### src/rtl/xor_parity_frame.sv
// Frame accumulator: XORs up to FRAME_LEN words per frame, then holds the XOR,
// its parity, the word count and a short-frame flag until the consumer accepts.
module xor_parity_frame #(
   parameter int WIDTH     = 8,
   parameter int FRAME_LEN = 4,
   localparam int CW       = $clog2(FRAME_LEN + 1)
) (
   input  logic             clk,
   input  logic             rst,
   input  logic             in_valid,
   output logic             in_ready,
   input  logic [WIDTH-1:0] in_data,
   input  logic             odd_mode,
   input  logic             flush,
   output logic             out_valid,
   input  logic             out_ready,
   output logic [WIDTH-1:0] out_xor,
   output logic             out_parity,
   output logic [CW-1:0]    out_count,
   output logic             out_short
);

   typedef enum logic [1:0] {
      S_IDLE  = 2'd0,
      S_ACCUM = 2'd1,
      S_HOLD  = 2'd2
   } state_t;

   localparam logic [CW-1:0] LEN_C = CW'(FRAME_LEN);

   state_t           r_state;
   logic [WIDTH-1:0] r_acc;
   logic [CW-1:0]    r_cnt;
   logic             r_mode;
   logic             r_in_ready;
   logic             r_out_valid;
   logic [WIDTH-1:0] r_out_xor;
   logic             r_out_parity;
   logic [CW-1:0]    r_out_count;
   logic             r_out_short;

   state_t           w_state_n;
   logic [WIDTH-1:0] w_acc_n;
   logic [CW-1:0]    w_cnt_n;
   logic             w_mode_n;
   logic [WIDTH-1:0] w_xor_n;
   logic             w_parity_n;
   logic [CW-1:0]    w_count_n;
   logic             w_short_n;
   logic             w_accept;
   logic [WIDTH-1:0] w_acc_a;
   logic [CW-1:0]    w_cnt_a;

   assign w_accept = in_valid & r_in_ready;
   // Accumulator and count as they stand after including this cycle's word, if any
   assign w_acc_a  = w_accept ? (r_acc ^ in_data) : r_acc;
   assign w_cnt_a  = w_accept ? (r_cnt + CW'(1)) : r_cnt;

   // Next-state, accumulator and result selection
   always_comb begin
      w_state_n  = r_state;
      w_acc_n    = r_acc;
      w_cnt_n    = r_cnt;
      w_mode_n   = r_mode;
      w_xor_n    = r_out_xor;
      w_parity_n = r_out_parity;
      w_count_n  = r_out_count;
      w_short_n  = r_out_short;
      case (r_state)
         S_IDLE: begin
            if (w_accept) begin
               w_acc_n  = in_data;
               w_cnt_n  = CW'(1);
               w_mode_n = odd_mode;
               if (FRAME_LEN == 1) begin
                  w_state_n  = S_HOLD;
                  w_xor_n    = in_data;
                  w_parity_n = (^in_data) ^ odd_mode;
                  w_count_n  = CW'(1);
                  w_short_n  = 1'b0;
               end else begin
                  w_state_n = S_ACCUM;
               end
            end else begin
               w_state_n = S_IDLE;
            end
         end
         S_ACCUM: begin
            w_acc_n = w_acc_a;
            w_cnt_n = w_cnt_a;
            // A flush that lands on the final word still counts as a full frame
            if (w_accept && (w_cnt_a == LEN_C)) begin
               w_state_n  = S_HOLD;
               w_xor_n    = w_acc_a;
               w_parity_n = (^w_acc_a) ^ r_mode;
               w_count_n  = w_cnt_a;
               w_short_n  = 1'b0;
            end else if (flush) begin
               w_state_n  = S_HOLD;
               w_xor_n    = w_acc_a;
               w_parity_n = (^w_acc_a) ^ r_mode;
               w_count_n  = w_cnt_a;
               w_short_n  = 1'b1;
            end else begin
               w_state_n = S_ACCUM;
            end
         end
         S_HOLD: begin
            if (out_ready) begin
               w_state_n  = S_IDLE;
               w_acc_n    = '0;
               w_cnt_n    = '0;
               w_mode_n   = 1'b0;
               w_xor_n    = '0;
               w_parity_n = 1'b0;
               w_count_n  = '0;
               w_short_n  = 1'b0;
            end else begin
               w_state_n = S_HOLD;
            end
         end
         default: begin
            w_state_n = S_IDLE;
         end
      endcase
   end

   // State, accumulator and registered output update
   always_ff @(posedge clk) begin
      if (rst) begin
         r_state      <= S_IDLE;
         r_acc        <= '0;
         r_cnt        <= '0;
         r_mode       <= 1'b0;
         r_in_ready   <= 1'b1;
         r_out_valid  <= 1'b0;
         r_out_xor    <= '0;
         r_out_parity <= 1'b0;
         r_out_count  <= '0;
         r_out_short  <= 1'b0;
      end else begin
         r_state      <= w_state_n;
         r_acc        <= w_acc_n;
         r_cnt        <= w_cnt_n;
         r_mode       <= w_mode_n;
         r_in_ready   <= (w_state_n != S_HOLD);
         r_out_valid  <= (w_state_n == S_HOLD);
         r_out_xor    <= w_xor_n;
         r_out_parity <= w_parity_n;
         r_out_count  <= w_count_n;
         r_out_short  <= w_short_n;
      end
   end

   assign in_ready   = r_in_ready;
   assign out_valid  = r_out_valid;
   assign out_xor    = r_out_xor;
   assign out_parity = r_out_parity;
   assign out_count  = r_out_count;
   assign out_short  = r_out_short;

endmodule

### config.mk
export PLATFORM = sky130hd
export DESIGN_NAME = xor_parity_frame
export DESIGN_NICKNAME = d
export VERILOG_FILES = /design/src/rtl/xor_parity_frame.sv
export SDC_FILE = /design/constraint.sdc
export NUM_CORES = 1
export LEC_CHECK = 0
export ABC_AREA = 1
export BUFFER_PORTS_ARGS = -buffer_cell sky130_fd_sc_hd__buf_2
export CORE_MARGIN = 1
export CORE_UTILIZATION = 50
export DETAILED_ROUTE_END_ITERATION = 10
export PLACE_DENSITY_LB_ADDON = 0.15
export SYNTH_ARGS = -nofsm -noshare
export SYNTH_HDL_FRONTEND = slang
export SYNTH_SLANG_ARGS = --single-unit
### constraint.sdc
create_clock -name clk -period 1.6 [get_ports clk]
set_input_delay 0.08 -clock clk [delete_from_list [all_inputs] [get_ports clk]]
set_output_delay 0.08 -clock clk [all_outputs]
set_load 0.05 [all_outputs]
---- Word-level counts from Yosys, hierarchy flattened ----
Index checks and enable logic that the tools add are counted.
word-level totals
  register bits after elaboration ......... 29
  bits in latches ......................... 0
  RAM bits ................................ 0
  bits in read-only memories .............. 0
  word-level logic and storage cells ...... 59
  memories kept ........................... 0
operators by class
  add/subtract/negate cells ............... 1
  multipliers ............................. 0
  div/mod/pow operators ................... 0
  $lt $le $gt $ge ......................... 0
  eq/ne operators ......................... 8
  shift-type cells ........................ 0
  muxes and demuxes ....................... 28
  bitwise operators ....................... 3
  reduce and logical (&&, ||, !) cells .... 9
operator list
  operator               number
  $mux W8                5
  $pmux W8 S3            1
  $pmux W8 S2            1
  $mux W3                5
  $pmux W3 S3            1
  $reduce_and A3 Y1      3
  $reduce_xor A8 Y1      1
  $xor A8 B8 Y8          1
  $mux W1                7
  $mux W2                3
  $ne A2 B2 Y1 const B   3
  $pmux W1 S2            3
  $pmux W2 S3            1
  $pmux W3 S2            1
  $eq A2 B2 Y1 const B   2
  $reduce_bool A2 Y1     2
  $add A3 B1 Y3 const B  1
  $eq A3 B3 Y1 const B   1
  $ne A3 B3 Y1 const B   1
  $reduce_bool A3 Y1     1
  $eq A2 B1 Y1 const B   1
  $logic_not A2 Y1       1
  $and A1 B1 Y1          1
  $logic_and A1 B1 Y1    1
  $xor A1 B1 Y1          1

---- Logic depth before layout (Yosys ltp) ----
Gate-level depths: netlist (run 1).
  depth after elaboration ................. 7
  depth in mapped cells ................... 15
  gate-level depth less buffers ........... 14

---- Worst setup path before layout (run 1) ----
Ideal clock, no wire load.
  path type ............................... reg2reg
  start ................................... register r_in_ready, in the netlist in_ready
  end ..................................... register r_out_count[2], in the netlist out_count[2]
  arrival ................................. 1.826 ns
  required time ........................... 1.467 ns
  setup slack ............................. -0.359 ns
  cell stages (with the launch flop) ...... 11
  path buffers ............................ 1
  clock period less this slack ............ 1.959 ns
  cells stage by stage .................... dfxtp_1 > nand2_2 > clkinv_2 > nand2_4 > xnor2_4 > nand4_2 > nand3_2 > nand3b_1 > buf_2 > nand2_1 > a21oi_2
between the ends
  longest elaborated chain between the ends .. 6
  elaborated cells on any way between the ends .. 9
ends and longest elaborated chain
  item                                                               RTL line  RTL
  start, declared                                                    35        logic r_in_ready;
  start signal, assigned                                             146       r_in_ready <= (w_state_n != S_HOLD);
  $and A1 B1 Y1 *                                                    54        assign w_accept = in_valid & r_in_ready;
  $mux W3                                                            57        assign w_cnt_a = w_accept ? (r_cnt + CW'(1)) : r_cnt;
  $eq A3 B3 Y1                                                       92        if (w_accept && (w_cnt_a == LEN_C)) begin
  $logic_and A1 B1 Y1                                                92
  $ne A3 B3 Y1 (no line) / $mux W3 (equally long branches)           n/a
  $reduce_and A3 Y1 (no line) / $pmux W3 S2 (equally long branches)  n/a
  end signal, assigned                                               150       r_out_count <= w_count_n;
  end, declared                                                      39        logic [CW-1:0] r_out_count;
Mark *: on every way between the ends. The rest lies on a longest branch, timed or not. The select of a mux whose other input is x is not followed.
A chain may end at the register's enable or synchronous reset.

---- Worst setup path after layout (run 1) ----
  start ................................... register r_cnt[1]
  end ..................................... register r_in_ready, in the netlist in_ready
between the ends
  longest elaborated chain between the ends .. 7
ends and longest elaborated chain
  item                    RTL line  RTL
  start, declared         33        logic [CW-1:0] r_cnt;
  start signal, assigned  144       r_cnt <= w_cnt_n;
  $add A3 B1 Y3           57
  $mux W3 *               57
  $eq A3 B3 Y1 *          92
  $logic_and A1 B1 Y1 *   92
  $mux W2 *               92
  $pmux W2 S3 *           69        case (r_state)
  $ne A2 B2 Y1 *          146
Mark *: on every way between the ends. The rest lies on a longest branch, timed or not.

==> out/summary.txt, run 1 <==
DR pass1 iterations -> 4
Die Footprint -> 3670 µm²
Grt met2 use -> 41.4%
Max clock buf depth -> 2
GRT overflow -> 0
Pre-CTS setup slack -> -0.0106 ns
Share of cells above drive strength 1 -> 33.3%
Slowest CP cell -> dfxtp_1
R2r endpoint -> in_ready
Via Count -> 1841
CTS Sinks -> 29
Clock-pin slew on the worst setup and hold paths -> 0.10 ns
Finished Core Util -> 72.5%
Register area share after synthesis -> 33.8%
Post-synth EDFFs -> 0
Hold_sp -> in_data[4]
Setup violators final -> 0
Final instance area -> 2290 µm²
R2R setup slack -> 0.01 ns
CP Max Fanout -> 2
Unique masters post-synth -> 32
Net Count, Synth -> 274
Hold path depth -> 3
Tcrit/Tclk final -> 99.3%
DRC -> 0
Sequential Area -> 588 µm²
CP endpoint -> in_ready
Hold WS -> 0.103 ns
CTS root buffer -> clkbuf_4
Ports -> 29
Tmin final -> 1.59 ns
Async SR Flop Fraction -> 0%
Pleak -> 0.00107 µW
Crit path top cell by count -> nand2_1
Final clock skew -> 0.0124 ns
WL/cell -> 12.6 µm
Gr busiest metal -> met2
Final hold viol count -> 0
Crit. Startpoint -> r_cnt[1]
Worst path depth -> 10
Clock latency on the worst-skew pair -> 0.33 ns
Area grow syn2layout -> 33.1%
H-tree Lvls -> 2
Yosys warning total -> 0
CP arrival -> 1.80 ns
CP cell instances -> ha_4 -> nand2_4 -> xnor2_4 -> nand4_4 -> buf_4 -> nand2_1 -> and2_1 -> o21bai_1 -> nor2_1 -> nand2_1
Chip Width -> 60.6 µm
Slew @ Worst Pin -> 0.513 ns
Pins Over Slew Limit -> 0
Drt total wl -> 4.41 mm
Slowest stage delay, CP -> 0.40 ns
Area taken by multi-input logic gates -> 1100 µm²
Worst R2R Path Depth -> 10
Post-route ant nets -> 0
Placed cell areas -> 2050 µm²
Vias in the first global route -> 1556
ANT cells -> 0
Syn Area/Cell -> 6.74 µm²
Met3 usage -> 5.97%
FF-to-FF Start -> r_cnt[1]
Vias per cell -> 5.26
Final HPWL DP -> 3.03 mm
Initial Util -> 54.5%
Final net count -> 325
Rel. slew slack -> 65.8%
Layout filler cell count -> 278
CTS buffer count -> 5
Routability cong. -> 0.873
DRT iter0 DRCs -> 101
CP Class -> flip-flop to flip-flop
Most area-hungry cell type in the Yosys netlist -> dfxtp_1
Min-delay worst type -> input port to flip-flop
First-pass GRT wire length -> 6.73 mm
Met1 Resource Use GR -> 31.4%
Bufs and invs on worst path -> 1
Initial antenna violation count -> 0
Mapped Cells -> 255
Top FF cell, synth -> dfxtp_1
Critical Path Start Type -> flip-flop
Final WS setup -> 0.0115 ns
FF+latch count, synth -> 29
FMAX -> 630 MHz
Top-area cell type share of the netlist area -> 33.8%
Setup_tns -> 0 ns
Unrepaired setup endpoints after global routing -> yes
Largest net degree at the start of global routing -> 22
Top Family by Delay on Critical Path -> simple AND/OR/NAND/NOR gates
Largest cells by area after synthesis -> dfxtp_1, nand2_1, a21oi_1, inv_1, nand3_1
# port buffers -> 28
Status -> complete, no violations
Die Ht -> 60.6 µm
Core footprint -> 3150 µm²
Peak supply drop -> 0.000679 V
Rows -> 20
PwrDens -> 909 nW/µm²
Synthesized area -> 1720 µm²
CP Capture Type -> flip-flop
TritonCTS clock tree -> done
Total GRT Usage -> 25.0%
CP required -> 1.81 ns
Number of max-cap violations -> 0
## worst register-to-register path, delay by kind of cell (launching register included)
family	cells	cell delay, ns
AO/OA/AOI/OAI	1	0.06
XOR/XNOR	1	0.17
adder cells (fa/ha/maj)	1	0.16
buffers and inverters	1	0.16
flip-flops	1	0.40
AND/OR/NAND/NOR	6	0.54
## per-stage QoR
step	std cells	power [µW]
floorplan	255	1330
global placement	339	1520
detailed placement	339	1520
CTS	347	1970
global route	350	2210
finish	350	2080
## layout make-up
type | instances | share of cell area, %
Multi-Input combinational cell | 189 | 48.3
Inverter | 28 | 4.81
Tap cell | 44 | 2.41
Sequential cell | 29 | 25.7
Clock buffer | 7 | 2.41
Timing Repair Buffer | 53 | 16.4
## cells in the mapped netlist (all sizes together) (3+ instances only)
| cell | n |
|---|---|
| a221oi | 9 |
| a21oi | 25 |
| ha | 5 |
| clkbuf | 3 |
| nand3 | 17 |
| nand2 | 107 |
| dfxtp | 29 |
| inv | 26 |
| o21ai | 6 |
| nor2 | 7 |
| nand4 | 3 |
| buf | 6 |
## per-layer routing
metal / routed length (µm) / share of wire (%) / up-vias
met5: 0 / 0 / -
met4: 84 / 1.9 / 0
met3: 213 / 4.8 / 9
met2: 2090 / 47 / 60
met1: 2020 / 46 / 839
li1: - / - / 933
## power by group
part	switching, µW	leakage, µW	internal (µW)
combinational	498	0.000802	301
clock	251	0.0000314	207
sequential	37.8	0.000239	785
total	787	0.00107	1290
## placed cells by master (no fill, tap or decap), types with 2 or more instances in the layout
master	count
ha_1	3
buf_2	28
inv_2	3
a21oi_1	21
a221oi_1	2
inv_1	23
nand3_1	16
nand2_2	10
nand2_4	2
nor2_1	4
a221oi_2	7
a21oi_2	4
dfxtp_2	3
buf_4	21
nor2_4	2
clkbuf_4	5
nand2_1	95
dfxtp_1	25
buf_12	2
o21ai_2	2
nand4_1	2
o21ai_0	3
## flip-flops by register name, summed over array words and instances (netlist names)
register    flops
r_mode          1
out_valid       1
out_short       1
out_xor         8
out_parity      1
in_ready        1
out_count       3
r_state         2
r_cnt           3
r_acc           8
## worst min path at each step
stage / to / slack, ns
after CTS: r_acc[4] / 0.1
after global placement: r_acc[4] / 0.44
after floorplan: r_mode / 0.30
after detailed placement: r_acc[4] / 0.45
final: r_acc[4] / 0.10
after global routing: r_acc[4] / 0.10
## cell families after synthesis
group,count (synthesis),share of synthesized area [%]
AND/OR/NAND/NOR,138,34.4
AO/OA/AOI/OAI,43,15.8
XOR/XNOR,3,2.62
adder cells (fa/ha/maj),5,3.64
buffers and inverters,37,9.69
flip-flops,29,33.8
## what timing repair did
item | in CTS | in global routing
setup endpoints to repair | 5 | 25
setup buffers | 1 | 2
resized for setup | 3 | 32
cloned | 0 | 1
hold buffers | 0 | 0
pin swaps | 1 | 4
Power figures use the tool's default switching activity.
==> run 2, diff against run 1 <==
--- a/config.mk
+++ b/config.mk
@@ -13,2 +13,3 @@
 export PLACE_DENSITY_LB_ADDON = 0.15
+export SLEW_MARGIN = 10
 export SYNTH_ARGS = -nofsm -noshare
==> constraint.sdc (replaced) <==
create_clock -name clk -period 1.6 [get_ports clk]
set_input_delay 0.48 -clock clk [delete_from_list [all_inputs] [get_ports clk]]
set_output_delay 0.48 -clock clk [all_outputs]
set_load 0.05 [all_outputs]
==> run 2 against run 1 <==
Against the previous run: fmax fell by 2.0%; the flow now finishes with violations (negative setup slack); routed wire length rose by 16%; first-iteration DRC count rose by 28%; sequential power barely moved; sequential cell count did not move; global-route usage rose by 2.1 points; design area rose by 7.7%.
==> out/summary.txt, run 2 (same netlist as run 1, synthesis figures left out) <==
Sequential Area -> 589 µm²
TritonCTS clock tree -> done
WL/cell -> 13.9 µm
Drt total wl -> 5.11 mm
Die Footprint -> 3670 µm²
Final HPWL DP -> 3.37 mm
CTS root buffer -> clkbuf_4
Core footprint -> 3150 µm²
Via Count -> 1937
CP required -> 1.89 ns
Unrepaired setup endpoints after global routing -> yes
Max clock buf depth -> 2
Pleak -> 0.00117 µW
CP arrival -> 1.91 ns
Share of cells above drive strength 1 -> 38.0%
Initial antenna violation count -> 0
Vias per cell -> 5.26
Number of max-cap violations -> 0
Final clock skew -> 0.00661 ns
Total GRT Usage -> 27.1%
CP Max Fanout -> 8
Ports -> 29
Largest net degree at the start of global routing -> 16
PwrDens -> 955 nW/µm²
CP Class -> flip-flop to flip-flop
Pins Over Slew Limit -> 0
Most common cell after layout, fill and taps aside -> nand2_1
Tmin final -> 1.62 ns
Routed wl met2 -> 2.55 mm
DR pass1 iterations -> 4
FMAX -> 617 MHz
Post-route ant nets -> 0
Commonest cells after routing, fill and taps aside -> nand2_1, buf_4, buf_2
DRC -> 0
CTS Sinks -> 29
Layout filler cell count -> 237
Rel. slew slack -> 71.8%
Area taken by multi-input logic gates -> 1100 µm²
ANT cells -> 0
Area grow syn2layout -> 43.3%
Final net count -> 342
Final WS setup -> -0.0210 ns
Slew @ Worst Pin -> 0.423 ns
Met3 routed WL -> 359 µm
Uppermost layer routed -> met4
Final hold viol count -> 0
# port buffers -> 28
Chip Width -> 60.6 µm
Min-delay worst type -> input port to flip-flop
Critical Path Start Type -> flip-flop
Peak supply drop -> 0.000875 V
Total power -> 2350 µW
# hold bufs at CTS -> 0
Pre-CTS setup slack -> -0.224 ns
Rows -> 20
Failing checks -> negative setup slack
First-pass GRT wire length -> 7.07 mm
Tcrit/Tclk final -> 101%
Status -> finished with violations
Initial Util -> 54.5%
DRT iter0 DRCs -> 129
Routability cong. -> 0.906
CTS buffer count -> 5
WL met1 -> 2.08 mm
GRT overflow -> 0
CP Capture Type -> flip-flop
Clock latency on the worst-skew pair -> 0.34 ns
Setup violators final -> 9
Vias in the first global route -> 1604
H-tree Lvls -> 2
Die Ht -> 60.6 µm
Clock-pin slew on the worst setup and hold paths -> 0.10 ns
[run 2: final timing paths]
path | start | to | slack (ns) | cells past startpoint
max | in_ready | out_xor[3] | -0.02 | 11
min | odd_mode | r_mode | 0.47 | 3
max reg2reg | in_ready | out_xor[3] | -0.02 | 11
min reg2reg | out_short | out_short | 0.47 | 2
[run 2: metal layers]
| layer | vias to the layer above | global-route usage (%) |
|---|---|---|
| li1 | 962 | - |
| met1 | 886 | 32.9 |
| met2 | 78 | 45.4 |
| met3 | 11 | 7.68 |
| met4 | 0 | 11.0 |
| met5 | - | 0 |
[run 2: worst max-delay path, cell delays in order, from the launching register on]
cell     delay [ns]
dfxtp_4        0.39
nand2_4        0.08
inv_8          0.09
nand2_4        0.06
xnor2_4        0.17
nand4_4        0.12
nand3_2        0.12
nand2_2        0.07
nor2_4         0.11
buf_6          0.15
nand2_1        0.08
a21oi_2        0.11
[run 2: layout make-up]
cell class                      count  share of cell area [%]
Clock inverter                      1                    1.22
Sequential cell                    29                    23.9
Tap cell                           44                    2.24
Timing Repair inverter              1                   0.203
Inverter                           28                    4.88
Multi-Input combinational cell    189                    44.7
Clock buffer                        7                    2.24
Timing Repair Buffer               69                    20.6
[run 2: per-stage QoR]
| stage | TNS [ns] | instance area (µm²) | instances | util, % | hold slack, ns |
|---|---|---|---|---|---|
| 4_1_cts | 0 | 2260 | 364 | 71.7 | 0.461 |
| 3_5_place_dp | -4.03 | 2160 | 356 | 68.6 | 0.453 |
| 3_3_place_gp | -3.37 | 2160 | 356 | 68.6 | 0.452 |
| 6_report | -0.0994 | 2460 | 368 | 78.1 | 0.470 |
| 5_1_grt | -1.45 | 2460 | 368 | 78.1 | 0.466 |
| 2_1_floorplan | 0 | 1740 | 255 | - | 0.451 |
[run 2: repair_timing]
item	CTS	global route
setup buffers	0	2
endpoints found under the hold margin	0	0
cloned	0	2
setup endpoints to repair	4	26
pin swaps	0	4
gates resized for setup	3	42
[run 2: power by group]
group / total (µW) / internal (µW) / switching [µW]
Clock: 650 / 373 / 277
Sequential: 821 / 785 / 36.7
Combinational: 880 / 346 / 533
==> run 3, diff against run 2 <==
- MAX_ROUTING_LAYER: not set -> met4
- RECOVER_POWER: not set -> 50
- TNS_END_PERCENT: not set -> 20
==> run 3 against run 2 <==
Against the previous run: the flow still finishes with violations (negative setup slack); global-route usage grew 0.87 points; sequential power is essentially flat; core utilization fell by 1.1 points; critical endpoint is now out_xor[7].
==> out/summary.txt, run 3 (same netlist as run 1, synthesis figures left out) <==
Final hold viol count -> 0
Total GRT Usage -> 28.0%
CP arrival -> 1.90 ns
WL met1 -> 2.16 mm
CP Capture Type -> flip-flop
# port buffers -> 28
Final WS setup -> -0.0225 ns
First-pass GRT wire length -> 7.08 mm
FMAX -> 616 MHz
Peak supply drop -> 0.000856 V
Final net count -> 340
Total power -> 2340 µW
Die Ht -> 60.6 µm
Final instance area -> 2430 µm²
Failing checks -> negative setup slack
Area taken by multi-input logic gates -> 1090 µm²
DRT iter0 DRCs -> 116
Tmin final -> 1.62 ns
Initial antenna violation count -> 0
WL/cell -> 13.8 µm
PwrDens -> 963 nW/µm²
Layout filler cell count -> 251
Pins Over Slew Limit -> 0
Commonest cells after routing, fill and taps aside -> nand2_1, buf_4, buf_2
Routability cong. -> 0.922
CP Max Fanout -> 8
Share of cells above drive strength 1 -> 36.0%
Slew @ Worst Pin -> 0.423 ns
DR pass1 iterations -> 4
Unrepaired setup endpoints after global routing -> yes
GRT overflow -> 0
DRC -> 0
CTS buffer count -> 5
Final clock skew -> 0.00364 ns
Pleak -> 0.00117 µW
Vias in the first global route -> 1604
Number of max-cap violations -> 0
CP required -> 1.88 ns
Rel. slew slack -> 71.8%
Largest net degree at the start of global routing -> 16
Critical Path Start Type -> flip-flop
Final HPWL DP -> 3.37 mm
Finished Core Util -> 77.0%
Via Count -> 1896
Min-delay worst type -> flip-flop to flip-flop
Routed wl met2 -> 2.53 mm
Setup violators final -> 7
Met3 routed WL -> 232 µm
TritonCTS clock tree -> done
Initial Util -> 54.5%
Placed cell areas -> 2160 µm²
Uppermost layer routed -> met4
Sequential Area -> 589 µm²
CTS Sinks -> 29
Tcrit/Tclk final -> 101%
Rows -> 20
Chip Width -> 60.6 µm
CP Class -> flip-flop to flip-flop
Max clock buf depth -> 2
Core footprint -> 3150 µm²
Most common cell after layout, fill and taps aside -> nand2_1
Drt total wl -> 5.05 mm
Ports -> 29
Clock latency on the worst-skew pair -> 0.34 ns
Post-route ant nets -> 0
ANT cells -> 0
Status -> finished with violations
Area grow syn2layout -> 41.4%
Vias per cell -> 5.18
CTS root buffer -> clkbuf_4
Die Footprint -> 3670 µm²
Clock-pin slew on the worst setup and hold paths -> 0.10 ns
H-tree Lvls -> 2
==> run 3: through the flow <==
step | TNS, ns | setup slack [ns] | hold slack, ns | std cells
CTS | 0 | 0.00499 | 0.461 | 364
finish | -0.0732 | -0.0225 | 0.470 | 366
floorplan | 0 | 0.0144 | 0.451 | 255
global placement | -3.37 | -0.184 | 0.452 | 356
detailed placement | -4.03 | -0.224 | 0.453 | 356
global route | -1.97 | -0.133 | 0.473 | 366
==> run 3: where the power goes <==
group	internal, µW	switching (µW)	total (µW)
registers	785	36.7	821
clock network	373	278	651
logic	339	526	865
total	1500	841	2340
==> run 3: final cells by class <==
cell class	count	area share (%)
clock buffers	7	2.27
clock inverters	1	1.24
inverters	28	4.64
multi-input cells	189	44.9
flip-flops and latches	29	24.3
well taps	44	2.27
repair buffers	68	20.4
==> run 3: layer usage <==
metal,vias up,track usage (%)
li1,958,-
met1,866,32.9
met2,57,45.4
met3,15,7.68
met4,0,11.0
met5,-,-
==> run 3: final timing paths <==
kind	startpoint	end	slack, ns	cells past startpoint
worst max-delay path	in_ready	out_xor[7]	-0.02	11
worst min register to register	out_short	out_short	0.47	2
worst min-delay path	out_short	out_short	0.47	2
worst max register to register	in_ready	out_xor[7]	-0.02	11
==> run 3: timing repair <==
action / CTS / global route
pin swaps: 0 / 4
endpoints found under the setup margin: 4 / 26
setup buffers: 0 / 1
gates cloned: 0 / 1
hold buffers: 0 / 0
gates resized for setup: 3 / 35
==> run 3: worst max-delay path, stage by stage (launching register included) <==
cell	delay [ns]
dfxtp_4	0.38
nand2_4	0.08
inv_8	0.09
nand2_4	0.06
xnor2_4	0.17
nand4_4	0.12
nand3_2	0.12
nand2_2	0.07
nor2_4	0.12
buf_6	0.14
nand2_1	0.06
a21oi_1	0.13
